File: src/rtl/uart_txd_arb_if.sv
`default_nettype none
// ============================================================================
// Module   : uart_txd_arb_if
// Brief    : Request/grant and byte-level TX handshake bundle for uart_txd_arb.
// Revision : 1.0
// ============================================================================
interface uart_txd_arb_if;
    logic        req0;
    logic [23:0] payload0;
    logic        req1;
    logic [23:0] payload1;
    logic        grant0;
    logic        grant1;
    logic        tx_start;
    logic [7:0]  tx_data;
    logic        tx_done;
    logic        busy;
    logic        frame_done;
    logic        err;

    // Environment side: requesters plus the UART TX core.
    modport master (
        output req0, payload0, req1, payload1, tx_done,
        input  grant0, grant1, tx_start, tx_data, busy, frame_done, err
    );

    // Arbiter side.
    modport slave (
        input  req0, payload0, req1, payload1, tx_done,
        output grant0, grant1, tx_start, tx_data, busy, frame_done, err
    );
endinterface
`default_nettype wire

File: src/rtl/uart_txd_arb.sv
`default_nettype none
// ============================================================================
// Module   : uart_txd_arb
// Brief    : Round-robin sharing of one UART TX between two requesters, each
//            grant sent as an 8-byte frame FF F0 A0 p2 p1 p0 0D 0A.
// Revision : 1.0
// ============================================================================
module uart_txd_arb #(
    parameter int TIMEOUT = 100000,
    parameter int TMO_W   = 17
) (
    input  logic          clk,
    input  logic          rst,
    uart_txd_arb_if.slave bus
);

    localparam logic [7:0]       c_SYNC0   = 8'hFF;
    localparam logic [7:0]       c_SYNC1   = 8'hF0;
    localparam logic [7:0]       c_SYNC2   = 8'hA0;
    localparam logic [7:0]       c_CR      = 8'h0D;
    localparam logic [7:0]       c_LF      = 8'h0A;
    localparam logic [2:0]       c_LAST    = 3'd7;
    localparam logic [TMO_W-1:0] c_TIMEOUT = TMO_W'(TIMEOUT);

    typedef enum logic [1:0] {
        S_IDLE = 2'd0,
        S_WAIT = 2'd1,
        S_DONE = 2'd2
    } state_t;

    state_t           r_state;
    logic [2:0]       r_idx;
    logic [TMO_W-1:0] r_wdog;
    logic             r_last_grant;
    logic [23:0]      r_payload;
    logic             r_grant0;
    logic             r_grant1;
    logic             r_tx_start;
    logic [7:0]       r_tx_data;
    logic             r_busy;
    logic             r_frame_done;
    logic             r_err;

    state_t           w_state_nxt;
    logic [2:0]       w_idx_nxt;
    logic [TMO_W-1:0] w_wdog_nxt;
    logic             w_last_nxt;
    logic [23:0]      w_payload_nxt;
    logic             w_grant0_nxt;
    logic             w_grant1_nxt;
    logic             w_tx_start_nxt;
    logic [7:0]       w_tx_data_nxt;
    logic             w_busy_nxt;
    logic             w_frame_done_nxt;
    logic             w_err_nxt;

    logic             w_pick0;
    logic             w_pick1;
    logic [2:0]       w_idx_inc;
    logic [TMO_W-1:0] w_wdog_inc;

    function automatic logic [7:0] f_frame_byte(input logic [2:0] idx,
                                                input logic [23:0] pl);
        logic [7:0] b;
        case (idx)
            3'd0:    b = c_SYNC0;
            3'd1:    b = c_SYNC1;
            3'd2:    b = c_SYNC2;
            3'd3:    b = pl[23:16];
            3'd4:    b = pl[15:8];
            3'd5:    b = pl[7:0];
            3'd6:    b = c_CR;
            default: b = c_LF;
        endcase
        return b;
    endfunction

    // On a tie the requester that did not win last time is served.
    assign w_pick0    = bus.req0 & (~bus.req1 | r_last_grant);
    assign w_pick1    = bus.req1 & ~w_pick0;
    assign w_idx_inc  = r_idx + 3'd1;
    assign w_wdog_inc = r_wdog + TMO_W'(1);

    always_ff @(posedge clk) begin
        if (rst) begin
            r_state      <= S_IDLE;
            r_idx        <= 3'd0;
            r_wdog       <= '0;
            r_last_grant <= 1'b1;
            r_payload    <= 24'h000000;
            r_grant0     <= 1'b0;
            r_grant1     <= 1'b0;
            r_tx_start   <= 1'b0;
            r_tx_data    <= 8'h00;
            r_busy       <= 1'b0;
            r_frame_done <= 1'b0;
            r_err        <= 1'b0;
        end else begin
            r_state      <= w_state_nxt;
            r_idx        <= w_idx_nxt;
            r_wdog       <= w_wdog_nxt;
            r_last_grant <= w_last_nxt;
            r_payload    <= w_payload_nxt;
            r_grant0     <= w_grant0_nxt;
            r_grant1     <= w_grant1_nxt;
            r_tx_start   <= w_tx_start_nxt;
            r_tx_data    <= w_tx_data_nxt;
            r_busy       <= w_busy_nxt;
            r_frame_done <= w_frame_done_nxt;
            r_err        <= w_err_nxt;
        end
    end

    always_comb begin
        w_state_nxt      = r_state;
        w_idx_nxt        = r_idx;
        w_wdog_nxt       = r_wdog;
        w_last_nxt       = r_last_grant;
        w_payload_nxt    = r_payload;
        w_grant0_nxt     = 1'b0;
        w_grant1_nxt     = 1'b0;
        w_tx_start_nxt   = 1'b0;
        w_tx_data_nxt    = r_tx_data;
        w_busy_nxt       = r_busy;
        w_frame_done_nxt = 1'b0;
        w_err_nxt        = 1'b0;

        case (r_state)
            S_IDLE: begin
                if (w_pick0 || w_pick1) begin
                    w_grant0_nxt   = w_pick0;
                    w_grant1_nxt   = w_pick1;
                    w_last_nxt     = w_pick1;
                    w_payload_nxt  = w_pick0 ? bus.payload0 : bus.payload1;
                    w_idx_nxt      = 3'd0;
                    w_wdog_nxt     = '0;
                    w_tx_start_nxt = 1'b1;
                    w_tx_data_nxt  = f_frame_byte(3'd0, w_payload_nxt);
                    w_busy_nxt     = 1'b1;
                    w_state_nxt    = S_WAIT;
                end
            end

            S_WAIT: begin
                // A completion in the expiry cycle still counts as on time.
                if (bus.tx_done) begin
                    if (r_idx == c_LAST) begin
                        w_frame_done_nxt = 1'b1;
                        w_state_nxt      = S_DONE;
                    end else begin
                        w_idx_nxt      = w_idx_inc;
                        w_tx_start_nxt = 1'b1;
                        w_tx_data_nxt  = f_frame_byte(w_idx_inc, r_payload);
                        w_wdog_nxt     = '0;
                    end
                end else if (w_wdog_inc == c_TIMEOUT) begin
                    w_err_nxt   = 1'b1;
                    w_state_nxt = S_DONE;
                end else begin
                    w_wdog_nxt = w_wdog_inc;
                end
            end

            S_DONE: begin
                w_busy_nxt  = 1'b0;
                w_idx_nxt   = 3'd0;
                w_wdog_nxt  = '0;
                w_state_nxt = S_IDLE;
            end

            default: begin
                w_busy_nxt  = 1'b0;
                w_state_nxt = S_IDLE;
            end
        endcase
    end

    assign bus.grant0     = r_grant0;
    assign bus.grant1     = r_grant1;
    assign bus.tx_start   = r_tx_start;
    assign bus.tx_data    = r_tx_data;
    assign bus.busy       = r_busy;
    assign bus.frame_done = r_frame_done;
    assign bus.err        = r_err;

endmodule
`default_nettype wire

File: src/flat_wrapper.sv
// flat-port wrapper written by rule: the top's interface ports become plain ports
module uart_txd_arb_flat 
#(
    parameter int TIMEOUT = 100000,
    parameter int TMO_W   = 17
)
  (clk, rst, bus_req0, bus_payload0, bus_req1, bus_payload1, bus_tx_done, bus_grant0, bus_grant1, bus_tx_start, bus_tx_data, bus_busy, bus_frame_done, bus_err);
  uart_txd_arb_if bus_i ();
  input  logic clk;
  input  logic rst;
  input wire logic [$bits(bus_i.req0)-1:0] bus_req0;
  input wire logic [$bits(bus_i.payload0)-1:0] bus_payload0;
  input wire logic [$bits(bus_i.req1)-1:0] bus_req1;
  input wire logic [$bits(bus_i.payload1)-1:0] bus_payload1;
  input wire logic [$bits(bus_i.tx_done)-1:0] bus_tx_done;
  output wire logic [$bits(bus_i.grant0)-1:0] bus_grant0;
  output wire logic [$bits(bus_i.grant1)-1:0] bus_grant1;
  output wire logic [$bits(bus_i.tx_start)-1:0] bus_tx_start;
  output wire logic [$bits(bus_i.tx_data)-1:0] bus_tx_data;
  output wire logic [$bits(bus_i.busy)-1:0] bus_busy;
  output wire logic [$bits(bus_i.frame_done)-1:0] bus_frame_done;
  output wire logic [$bits(bus_i.err)-1:0] bus_err;
  assign bus_i.req0 = bus_req0;
  assign bus_i.payload0 = bus_payload0;
  assign bus_i.req1 = bus_req1;
  assign bus_i.payload1 = bus_payload1;
  assign bus_i.tx_done = bus_tx_done;
  assign bus_grant0 = bus_i.grant0;
  assign bus_grant1 = bus_i.grant1;
  assign bus_tx_start = bus_i.tx_start;
  assign bus_tx_data = bus_i.tx_data;
  assign bus_busy = bus_i.busy;
  assign bus_frame_done = bus_i.frame_done;
  assign bus_err = bus_i.err;
  uart_txd_arb #(.TIMEOUT(TIMEOUT), .TMO_W(TMO_W)) u_core (.clk(clk), .rst(rst), .bus(bus_i));
endmodule
File: config.mk
export PLATFORM = sky130hd
export DESIGN_NAME = uart_txd_arb_flat
export DESIGN_NICKNAME = d
export VERILOG_FILES = /design/src/rtl/uart_txd_arb_if.sv /design/src/rtl/uart_txd_arb.sv /design/src/flat_wrapper.sv
export SDC_FILE = /design/constraint.sdc
export NUM_CORES = 1
export LEC_CHECK = 0
export ABC_AREA = 1
export CORE_UTILIZATION = 35
export CTS_CLUSTER_SIZE = 25
export DETAILED_ROUTE_END_ITERATION = 7
export GPL_ROUTABILITY_DRIVEN = 1
export SETUP_SLACK_MARGIN = 0.02
export SLEW_MARGIN = 10
export SYNTH_ARGS = -nofsm -noshare
export SYNTH_HDL_FRONTEND = slang
export SYNTH_SLANG_ARGS = --single-unit
File: constraint.sdc
create_clock -name clk -period 2.8 [get_ports clk]
set_clock_uncertainty 0.2 [all_clocks]
set_input_delay 0.56 -clock clk [delete_from_list [all_inputs] [get_ports clk]]
set_output_delay 0.56 -clock clk [all_outputs]
set_load 0.03 [all_outputs]
==> flow_summary_export.csv, run 1 <==
group,metric,value,unit
worst_setup_path,worstSetupEndpointType,"flop",
pwr,p_per_area,507,mW/mm^2
detailed_routing,via_count,3304,
global_routing,grt_pass1_wl,14.2,mm
clock_network,worstSkewPairLatency,330,ps
detailed_routing,ant_nets,0,
die,io_pins,67,
worst_setup_path,worstSetupPathType,"reg2reg",
cells_and_area,antenna_cells,0,
sta,fin_hold_ws,272,ps
synthesis,yosysTopAreaCell,"dfxtp_1",
clock_network,root_buffer,"clkbuf_8",
worst_setup_path,cp.required,2860,ps
synthesis,synth_edf_count,0,
synthesis,yosys.area_share.adder,3.28,%
die,die-area,0.0102,sq mm
sta,tightest_slew,503,ps
sta,finalCritPeriodShare,87.7,%
clock_network,cts_made_buffers,9,
pwr,ir_worst_vdd,0.257,mV
die,die_h,101,um
worst_setup_path,critical-path-max-stage-delay,410,ps
global_routing,busiest_layer,"met2",
global_routing,use_met3,3.81,%
job,cap_violations,0,
synthesis,syn_area,0.00343,sq mm
synthesis,synth.area.mux_share,0,%
worst_setup_path,reg2regPathDepth,13,
clock_network,ctsHoldBuffers,0,
sta,rsz0062_at_grt,"false",
worst_setup_path,reg2reg_slack,340,ps
synthesis,synth_cell_type_count,41,
sta,final_hold_viol_count,0,
synthesis,synth-seq-cells,61,
detailed_routing,drt-vias-per-instance,4.87,
synthesis,synth.area.top_cells,"dfxtp_1, a211oi_1, inv_1",
place,dp_hpwl,6.50,mm
detailed_routing,wl_per_cell,12.8,um
synthesis,synth.yosys.seq_area_share,35.6,%
worst_setup_path,cp_cell_sequence,"ha_1, nand2_2, nor2_4, nand2_1, nor2_1, nand3_1, nand2_1, nand3_1, nor2_1, nand3_2, nand2_4, nand2_1, a21oi_1",
sta,fin_setup_tns,0,ps
synthesis,synth_top_cell_area_share,35.6,%
detailed_routing,drtIter0Drc,145,
outcome,outcome,"finished clean",
worst_setup_path,worst_path_most_repeated_cell,"nand2_1",
sta,slew_headroom,66.4,%
cells_and_area,multi_input_area,0.00183,sq mm
synthesis,synth_most_common_cell,"inv_1",
sta,fin_crit,2460,ps
cells_and_area,drive_gt1_share,11.6,%
clock_network,cts_num_sinks,61,
detailed_routing,routed_wirelength,8.69,mm
cells_and_area,fillers,957,
worst_setup_path,crit_path_end,"u_core.r_wdog[2]",
pwr,leakage,1.71,nW
hold_path,worstHoldPathType,"reg2reg",
clock_network,h-tree-depth,3,
sta,drv_slew,0,
global_routing,use_met2,27.2,%
synthesis,synthFlopType,"dfxtp_1",
synthesis,syn_nets,542,
global_routing,grt_util_all_layers,18.0,%
synthesis,synth_xor_area_share,0.765,%
global_routing,grt_pass1_vias,3000,
place,io_buffers,66,
worst_setup_path,startpoint,"u_core.r_wdog[1]",
synthesis,async_flop_share,0,%
clock_network,cts_setup_buffers,0,
synthesis,netlist_instances,480,
place,place_congestion,0.875,
detailed_routing,drt_first_pass_iters,4,
synthesis,synth_compound_area_share,21.3,%
clock_network,cts.clk_slew.worst_paths,70,ps
synthesis,yosysWarnings,0,
synthesis,synth_common_cells,"inv_1, nor2_1, nand2_1",
cells_and_area,seq_area,0.00122,sq mm
cells_and_area,syn_to_final_growth,29.1,%
clock_network,cts_resized,0,
worst_setup_path,r2r-end,"u_core.r_wdog[2]",
sta,fmax,0.407,GHz
worst_setup_path,cp_data_arrival_time,2520,ps
die,start_util,36.6,%
worst_setup_path,cp-start-kind,"flop",
clock_network,cts_tree,"built",
synthesis,synth_top_family_by_area,"simple AND/OR/NAND/NOR gates",
die,rows,35,
global_routing,antenna_found_initial,0,
global_routing,grt_overflow,0,
worst_setup_path,crit_fanout,17,
detailed_routing,remaining_drc_errors,0,
clock_network,cts_max_path_buffers,2,
cells_and_area,nets,608,
synthesis,avgSynthCellArea,7.16,sq um
worst_setup_path,slowest_stage,"dfxtp_1",
sta,finalSetupViolCount,0,
worst_setup_path,r2r-start,"u_core.r_wdog[1]",
die,core-area,0.00937,sq mm
die,die_w,101,um
global_routing,grt_max_degree,51,
global_routing,use_met1,25.5,%
synthesis,synth-simple-area-share,27.8,%
==> cell usage in the layout (no fill, tap or decap), types with 7 or more instances in the layout <==
master,instances
nand2_1,63
clkdlybuf4s50_1,65
a21oi_2,9
buf_4,8
nand3_1,32
nor2_1,67
a21oi_1,17
inv_1,70
a211oi_1,42
o21ai_0,29
nand2_2,14
clkbuf_8,10
nand4_1,7
dfxtp_1,61
ha_1,9
==> per-stage QoR <==
| stage | util (%) | cell area (sq um) | setup slack, ps | cells | power (mW) |
|---|---|---|---|---|---|
| 5_1_grt | 47.3 | 4440 | 69.7 | 679 | 2.36 |
| 2_1_floorplan | - | 3430 | 702 | 480 | 1.23 |
| 3_3_place_gp | 45.1 | 4220 | 379 | 664 | 1.41 |
| 4_1_cts | 47.3 | 4440 | 342 | 679 | 2.27 |
| 6_report | 47.3 | 4440 | 345 | 679 | 2.25 |
| 3_5_place_dp | 45.1 | 4220 | 296 | 664 | 1.42 |
==> layout make-up <==
cell class,instances,share of cell area (%)
Timing Repair Buffer,75,16.6
Clock inverter,5,1.69
Multi-Input combinational cell,327,41.4
Tap cell,129,3.64
Inverter,72,6.09
Clock buffer,10,3.10
Sequential cell,61,27.5
==> cell families (layout without fill, tap and decap cells) <==
| family | Yosys count | in the layout |
|---|---|---|
| AND/OR/NAND/NOR | 203 | 203 |
| AO/OA/AOI/OAI | 112 | 112 |
| buffers and inverters | 92 | 162 |
| flip-flops | 61 | 61 |
| adder cells (fa/ha/maj) | 9 | 9 |
| XOR/XNOR | 3 | 3 |
==> critical path: cells and delay by family (launching register included) <==
| kind | cells | cell delay, ps |
|---|---|---|
| AO/OA/AOI/OAI | 1 | 130 |
| adder cells (fa/ha/maj) | 1 | 250 |
| flip-flops | 1 | 410 |
| AND/OR/NAND/NOR | 11 | 1400 |
==> report_power, final <==
part           switching (mW)  internal [mW]  leakage [nW]
clock network           0.340          0.516         0.112
logic                   0.242          0.187          1.10
registers              0.0295          0.937         0.502
==> how the worst min path moves through the flow <==
stage | from | end | slack [ps] | cells past startpoint
5_1_grt | u_core.r_payload[6] | u_core.r_payload[6] | 280 | 2
4_1_cts | u_core.r_payload[6] | u_core.r_payload[6] | 270 | 2
3_3_place_gp | u_core.r_payload[6] | u_core.r_payload[6] | 260 | 2
3_5_place_dp | u_core.r_payload[6] | u_core.r_payload[6] | 260 | 2
2_1_floorplan | u_core.r_last_grant | u_core.r_last_grant | 230 | 2
6_report | u_core.r_payload[13] | u_core.r_payload[13] | 270 | 2
==> state kept, by name, summed over array words and instances (netlist names) <==
signal                 count
u_core.r_payload          24
u_core.r_wdog             17
u_core.bus.tx_data         8
u_core.r_idx               3
u_core.r_state             2
u_core.bus.busy            1
u_core.bus.err             1
u_core.bus.frame_done      1
u_core.bus.grant0          1
u_core.bus.grant1          1
u_core.bus.tx_start        1
u_core.r_last_grant        1
==> per-layer routing <==
| metal | share of wire [%] | up-vias |
|---|---|---|
| met2 | 44 | 70 |
| met4 | 0.94 | 0 |
| li1 | - | 1732 |
| met1 | 51 | 1494 |
| met3 | 4.2 | 8 |
| met5 | 0 | - |
Note: power is estimated with default switching activity, not from simulation.
==> inputs of run 2 (changes only) <==
--- a/config.mk
+++ b/config.mk
@@ -6,10 +6,12 @@
 export NUM_CORES = 1
 export LEC_CHECK = 0
 export ABC_AREA = 1
+export ABC_CLOCK_PERIOD_IN_PS = 2800
 export CORE_UTILIZATION = 35
 export CTS_CLUSTER_SIZE = 25
 export DETAILED_ROUTE_END_ITERATION = 7
 export GPL_ROUTABILITY_DRIVEN = 1
+export REMOVE_ABC_BUFFERS = 1
 export SETUP_SLACK_MARGIN = 0.02
 export SLEW_MARGIN = 10
 export SYNTH_ARGS = -nofsm -noshare
==> flow_summary_export.csv, run 2 (synthesis results as in run 1) <==
group,metric,value,unit
cells_and_area,fillers,1023,
worst_setup_path,slowest_stage,"dfxtp_1",
outcome,outcome,"finished clean",
clock_network,cts_made_buffers,9,
worst_setup_path,worstSetupPathType,"reg2reg",
cells_and_area,final_core_util,47.2,%
detailed_routing,wl_per_cell,12.3,um
global_routing,busiest_layer,"met2",
sta,drv_slew,0,
sta,rsz0062_at_grt,"false",
cells_and_area,drive_gt1_share,11.3,%
clock_network,root_buffer,"clkbuf_8",
cells_and_area,largest_reg_flops,24,
place,dp_hpwl,5.98,mm
global_routing,grt_max_degree,51,
global_routing,antenna_found_initial,0,
clock_network,cts.clk_slew.worst_paths,70,ps
clock_network,cts_num_sinks,61,
die,rows,35,
global_routing,use_met1,21.1,%
sta,fin_hold_ws,265,ps
global_routing,grt_util_all_layers,17.5,%
global_routing,use_met2,31.6,%
global_routing,grt_pass1_wl,14.2,mm
clock_network,cts_resized,0,
sta,finalSetupViolCount,0,
pwr,leakage,1.70,nW
cells_and_area,antenna_cells,0,
sta,final_hold_viol_count,0,
detailed_routing,remaining_drc_errors,0,
worst_setup_path,cp.required,2860,ps
hold_path,hp-start,"u_core.r_payload[13]",
detailed_routing,via_count,3290,
die,die-area,0.0102,sq mm
worst_setup_path,worstSetupEndpointType,"flop",
worst_setup_path,cp_cell_sequence,"ha_1, nand2_2, nor2_4, nand2_1, nor2_1, nand3_1, nand2_1, nand3_1, nor2_1, nand3_2, nand2_4, nand2_1, a21oi_1",
sta,fin_setup_tns,0,ps
clock_network,h-tree-depth,3,
die,die_h,101,um
sta,finalCritPeriodShare,87.3,%
cells_and_area,registers.top_by_ff_count,"u_core.r_payload",
die,io_pins,67,
clock_network,worstSkewPairLatency,340,ps
global_routing,grt_overflow,0,
global_routing,grt_pass1_vias,3176,
pwr,p_per_area,514,mW/mm^2
cells_and_area,syn_to_final_growth,28.7,%
place,place_congestion,0.842,
sta,fin_crit,2440,ps
worst_setup_path,cp_data_arrival_time,2510,ps
detailed_routing,routed_wirelength,8.35,mm
die,start_util,36.6,%
worst_setup_path,r2r-start,"u_core.r_wdog[1]",
worst_setup_path,crit_fanout,17,
place,io_buffers,66,
clock_network,cts_max_path_buffers,2,
worst_setup_path,critical-path-max-stage-delay,410,ps
cells_and_area,final_common_cell,"inv_1",
hold_path,worstHoldPathType,"reg2reg",
clock_network,ctsHoldBuffers,0,
detailed_routing,drt-vias-per-instance,4.85,
pwr,ir_worst_vdd,0.209,mV
sta,fmax,0.409,GHz
clock_network,cts_tree,"built",
cells_and_area,nets,606,
detailed_routing,drt_first_pass_iters,4,
clock_network,cts_setup_buffers,0,
global_routing,use_met3,3.26,%
job,cap_violations,0,
worst_setup_path,startpoint,"u_core.r_wdog[1]",
die,core-area,0.00937,sq mm
die,die_w,101,um
detailed_routing,drtIter0Drc,112,
sta,tightest_slew,539,ps
sta,slew_headroom,64.1,%
detailed_routing,ant_nets,0,
worst_setup_path,worst_path_most_repeated_cell,"nand2_1",
worst_setup_path,cp-start-kind,"flop",
cells_and_area,layout_common_cells,"inv_1, nor2_1, clkdlybuf4s50_1",
[run 2: changes by cell type in the layout (fill, tap and decap cells not counted)]
cell / change
clkbuf_1: +1
buf_4: -1
clkinv_2: -1
buf_12: -1
clkbuf_8: +1
[run 2: final cells by class]
class / count / area [sq um] / share of cell area [%]
clock buffer: 12 / 155 / 3.51
clock inverter: 4 / 70.1 / 1.59
inverter: 72 / 270 / 6.11
multi-input combinational: 327 / 1830 / 41.5
sequential: 61 / 1220 / 27.6
tap: 129 / 161 / 3.65
timing repair buffer: 73 / 708 / 16.0
[run 2: final timing paths]
check                               to  slack [ps]  depth (start not counted)
setup reg to reg      u_core.r_wdog[2]         360                         13
hold reg to reg   u_core.r_payload[13]         270                          2
hold / removal    u_core.r_payload[13]         270                          2
setup / recovery      u_core.r_wdog[2]         360                         13
[run 2: worst max-delay path: cells and delay by family, from the launching register on]
| kind | cells | cell delay [ps] |
|---|---|---|
| simple gates | 11 | 1360 |
| fa+ha+maj | 1 | 250 |
| compound gates | 1 | 130 |
| flops | 1 | 410 |
[run 2: metal layers]
layer  share of wire (%)  wire length [um]
met3                 3.2               270
met4                 1.1                96
met2                  49              4110
met1                  46              3870
met5                   0                 0
[run 2: power by group]
| part | internal (mW) | leakage [nW] | switching (mW) |
|---|---|---|---|
| clock | 0.547 | 0.116 | 0.347 |
| sequential | 0.937 | 0.502 | 0.0325 |
| combinational | 0.178 | 1.09 | 0.232 |
[run 2: through the flow]
step                instances  power [mW]  instance area (sq um)  worst slack [ps]
finish                    678        2.27                   4420               357
global route              678        2.38                   4420               122
CTS                       678        2.29                   4420               344
detailed placement        662        1.40                   4200               307
global placement          662        1.39                   4200               363
floorplan                 460        1.21                   3310             -1730
==> RTL change 1, RTL diff (config.mk and constraints of run 2) <==
Encoding of `state_t`: now one-hot (3 bits for 3 states).
--- a/src/rtl/uart_txd_arb.sv
+++ b/src/rtl/uart_txd_arb.sv
@@ -24,6 +24,6 @@
 
-    typedef enum logic [1:0] {
-        S_IDLE = 2'd0,
-        S_WAIT = 2'd1,
-        S_DONE = 2'd2
+    typedef enum logic [2:0] {
+        S_IDLE = 3'b001,
+        S_WAIT = 3'b010,
+        S_DONE = 3'b100
     } state_t;
Function: same outputs for any inputs over 10 cycles, from zero or initial values and one cycle with rst high; not proved beyond that.
==> RTL change 1 against run 2 <==
Global-route usage is 0.24 points higher. Synthesized cell count is 1.5% higher. Final area is 2.2% higher. Area after synthesis is 2.0% higher. Sequential cell count is 1 higher. Wire length is 2.4% higher. Final cell count is 1.8% higher. Worst setup slack better by 0.017 ns.
Power is not compared: it rests on default switching activity, and its combinational part moved more than twofold at a synthesized area within 25%.
==> RTL change 1: results (changes against run 2) <==
- Status: finished clean
- Ys async rst share: 0 (unchanged)
- Top post-synthesis cells by count: inv_1, nand2_1, dfxtp_1
- H-tree levels: 3 (unchanged)
- Worst r2r src: u_core.r_wdog[1]
- Worst-path clk slew: 0.08 ns
- Cells on worst reg2reg path: 14 (+1)
- Vias in the first global route: 3173 (-0.094%)
- Root buffer cell: clkbuf_8
- DRT iter0 DRCs: 79 (-29%)
- FILL cells: 1047 (+2.3%)
- ANT cells: 0 (unchanged)
- Worst hold endpoint: u_core.r_payload[4]
- Average wire per standard cell: 12.4 µm (+0.60%)
- Die X: 102 µm (+0.99%)
- Setup Slack @ Placement: 0.261 ns (-0.0454 ns)
- Unique masters post-synth: 41 (unchanged)
- Crit-path max FO: 9 (-8)
- Final GP Congestion: 0.807 (-4.2%)
- Hold Crit Depth: 2 (unchanged)
- Comb. pwr: around 0.0014 W
- Hold_ws: 0.269 ns (+0.00350 ns)
- Reg2reg end: u_core.r_state[1]
- Power Clock: around 0.00081 W
- DP HPWL: 6.38 mm (+6.7%)
- Worst Hold Launch: u_core.r_payload[4]
- Synth top area cells: dfxtp_1, a211oi_1, inv_1, nand2_1, nor2_1
- Sequential fraction of the synthesis area: 0.354 (-0.00140)
- Placed Instance Area: 4310 µm² (+2.8%)
- CP Data Arrival Time: 2.47 ns (-0.04 ns)
- Worst slew pin tran: 0.636 ns (+0.0975 ns)
- Global-route wire length before repair: 14.4 mm (+1.3%)
- Post-CTS Setup Inserts: 0 (unchanged)
- NumNets Final: 614 (+1.3%)
- Worst vdd ir: 0.419 mV
- Clock tree buffer depth: 2 (unchanged)
- Layout cells sized above 1: 0.135 (+0.0217)
- Fmax achieved: 412 MHz (+0.71%)
- Gr usage total: 0.178 (+0.00244)
- Via Count: 3302 (+0.36%)
- Flop2flop setup slack: 0.37 ns (+0.02 ns)
RTL change 1: final cells by class:
cell class / instances / area [µm²] / share of cell area
multi-input cells: 324 / 1880 / 0.415
flip-flops and latches: 62 / 1240 / 0.275
repair buffers: 73 / 721 / 0.160
inverters: 82 / 308 / 0.0681
well taps: 133 / 166 / 0.0368
clock buffers: 10 / 138 / 0.0305
clock inverters: 6 / 68.8 / 0.0152
RTL change 1: per-stage QoR:
stage               std cells  TNS [ns]  total power, W  utilization
floorplan                 468    -57.63         0.00210            -
global placement          674         0         0.00263        0.443
detailed placement        674         0         0.00264        0.443
CTS                       690         0         0.00347        0.464
global route              690         0         0.00369        0.464
finish                    690         0         0.00342        0.464
RTL change 1: how the worst max path moves through the flow:
stage	start	to
after detailed placement	bus_req1	u_core.r_payload[2]
after floorplan	bus_req1	u_core.r_payload[0]
after CTS	u_core.r_wdog[1]	u_core.r_state[1]
after global routing	u_core.r_wdog[1]	u_core.r_state[1]
after global placement	bus_tx_done	u_core.r_state[1]
final	u_core.r_wdog[1]	u_core.r_state[1]
RTL change 1: cell families after synthesis:
group / share of synthesized area
AOI/OAI and AO/OA: 0.201
and+or+nand+nor: 0.294
DFF: 0.354
buffers and inverters: 0.114
adders and majority gates: 0.0321
xor gates and xnor gates: 0.00500
RTL change 1: routing by layer:
metal  vias up  part of all wire  global-route usage
li1       1747                 -                   -
met1      1481              0.46               0.206
met2        63              0.49               0.317
met3        11             0.037              0.0486
met4         0             0.012              0.0571
met5         -                 0                   0
RTL change 1: worst reg2reg max path: cells and delay by family (launching register included):
family,cells,cell delay [ns]
fa+ha+maj,1,0.26
simple gates,11,1.36
buf+inv,2,0.10
flops,1,0.41
==> RTL change 2, RTL diff (config.mk and constraints of run 2) <==
Made on the original files. `TMO_W` is set to 17 in 2 places; all go to 34.
--- a/src/rtl/uart_txd_arb.sv
+++ b/src/rtl/uart_txd_arb.sv
@@ -9,3 +9,3 @@
     parameter int TIMEOUT = 100000,
-    parameter int TMO_W   = 17
+    parameter int TMO_W   = 34
 ) (
--- a/src/flat_wrapper.sv
+++ b/src/flat_wrapper.sv
@@ -4,3 +4,3 @@
     parameter int TIMEOUT = 100000,
-    parameter int TMO_W   = 17
+    parameter int TMO_W   = 34
 )
Check against the original RTL: no difference found for any inputs over 10 cycles, from zero or initial values and one cycle with rst high; that may be too few to reach the edited logic, so the function may still have changed.
==> RTL change 2 against run 2 <==
Wire length is 50% higher. Area after synthesis up 33%. Sequential cell count increased by 17. Fmax is 7.0% lower. Sequential power is 28% higher. Sequential share of layout area fell by 0.95 points. Worst setup slack got worse by 0.18 ns. Final area up 33%. Combinational power grew 56%. Die area increased by 33%. Total power rose by 41%. Final cell count rose by 41%. Critical path type unchanged. Largest cell class unchanged.
==> RTL change 2: results (changes against run 2) <==
- Status: finished clean
- Top post-synthesis cells by count: nand2_1, nor2_1, inv_1
- H-tree levels: 3 (unchanged)
- Gr usage total: 0.197 (+0.0211)
- Max reg flops: 34 (+42%)
- Worst Slack Setup Final: 0.174 ns (-0.183 ns)
- Layout cells sized above 1: 0.0765 (-0.0364)
- Met2 Use GR: 0.349 (+0.0336)
- Largest reg by FF count: u_core.r_wdog
- Synth Area in Compound Gates: 0.176 (-0.0372)
- Number of synthesized register bits: 78 (+28%)
- Crit-path max FO: 21 (+4)
- FILL cells: 1345 (+31%)
- Worst vdd ir: 0.288 mV (+38%)
- Worst slew pin tran: 0.477 ns (-0.0624 ns)
- Vias in the first global route: 4431 (+40%)
- Post-synthesis adder-cell area fraction: 0.0219 (-0.0109)
- Gate count after technology mapping: 710 (+48%)
- Final GP Congestion: 0.906 (+7.6%)
- NumNets Final: 840 (+39%)
- Vias per inst: 4.93 (+1.5%)
- Worst-path clk slew: 0.07 ns (about the same)
- Setup Slack @ Placement: 0.106 ns (-0.201 ns)
- Clock tree buffer depth: 2 (unchanged)
- Finished Layout Cells: 956 (+41%)
- GRT met3 Usage: 0.0291 (-0.00353)
- Worst r2r src: u_core.r_wdog[8]
- CP Data Arrival Time: 2.70 ns (+0.19 ns)
- Most frequent cell after synthesis: nand2_1
- Worst hold path type: reg -> reg
- Initial antenna violation count: 0 (unchanged)
- Root buffer cell: clkbuf_16
- XOR/XNOR share of the synthesized area: 0.00957 (+0.00192)
- Initial DRT Pass Iterations: 6 (+2)
- Routed WL: 12.5 mm (+50%)
- Cells after DPL: 937 (+42%)
- Leak Pwr: 2.19 nW (+29%)
- Yosys warns: 0 (unchanged)
- Global-route wire length before repair: 20.8 mm (+47%)
- DRT iter0 DRCs: 280 (+150%)
- Synth top area cells: dfxtp_1, nand2_1, nor2_1, a211oi_1, inv_1
- ANT cells: 0 (unchanged)
- Unique masters post-synth: 31 (-24%)
- Met1 GRT Util: 0.241 (+0.0294)
- Worst Hold Launch: u_core.r_payload[23]
- Hold_ws: 0.262 ns (-0.00338 ns)
- Pin count of the biggest net entering global routing: 51 (unchanged)
- Mux share of post-synthesis cell area: 0 (unchanged)
- Sequential fraction of the synthesis area: 0.341 (-0.0143)
- Ys async rst share: 0 (unchanged)
- DP HPWL: 9.34 mm (+56%)
- # port buffers: 66 (unchanged)
- TritonCTS buffer count: 9 (unchanged)
## RTL change 2: changes by cell type after synthesis, sizes merged, moves of 5 or more
cell / before / now
a211oi: 42 / 48
a21oi: 26 / 44
clkbuf: 13 / 19
dfxtp: 61 / 78
inv: 71 / 96
nand2: 78 / 185
nand3: 36 / 43
nand3b: 3 / 9
nor2: 74 / 107
nor3: 3 / 9
o21ai: 31 / 20
o22ai: 4 / 9
## RTL change 2: where the power goes
group / switching (W) / total, W / internal (W) / leakage (nW)
sequential: 0.0000413 / 0.00124 / 0.00120 / 0.639
combinational: 0.000385 / 0.000639 / 0.000254 / 1.39
clock: 0.000510 / 0.00133 / 0.000824 / 0.168
total: 0.000936 / 0.00321 / 0.00228 / 2.19
## RTL change 2: layer usage
metal	vias up	part of all wire
met5	-	0
met4	0	0.013
met3	14	0.042
met2	115	0.48
met1	2130	0.46
li1	2451	-
## RTL change 2: through the flow
stage	total power, W	instance area (µm²)
after floorplan	0.00162	4450
after global placement	0.00189	5480
after detailed placement	0.00190	5480
after CTS	0.00324	5820
after global routing	0.00336	5860
final	0.00321	5860
## RTL change 2: layout make-up
class,instances,share of cell area
clock inverter,6,0.0171
tap,172,0.0367
clock buffer,10,0.0408
timing repair buffer,85,0.141
inverter,96,0.0615
multi-input combinational,509,0.437
sequential,78,0.267
## RTL change 2: path summary, 6_finish.rpt
kind,endpoint,depth (start not counted)
max reg2reg,u_core.r_wdog[18],17
min reg2reg,u_core.r_payload[23],2
max,u_core.r_wdog[18],17
min,u_core.r_payload[23],2
## RTL change 2: timing repair
action                                  4_1_cts  5_1_grt
resized for setup                             0        7
setup buffers                                 0        3
endpoints found under the setup margin        0       36
## RTL change 2: worst min-delay path, delay by kind of cell (launching register included)
| family | cells | cell delay [ns] |
|---|---|---|
| AOI/OAI and AO/OA | 1 | 0.06 |
| buffers and inverters | 1 | 0.06 |
| DFF | 1 | 0.30 |
## RTL change 2: cells by family after synthesis
family          after synthesis
compound gates              130
buf+inv                     123
fa+ha+maj                     8
simple gates                366
flops                        78
xor+xnor                      5
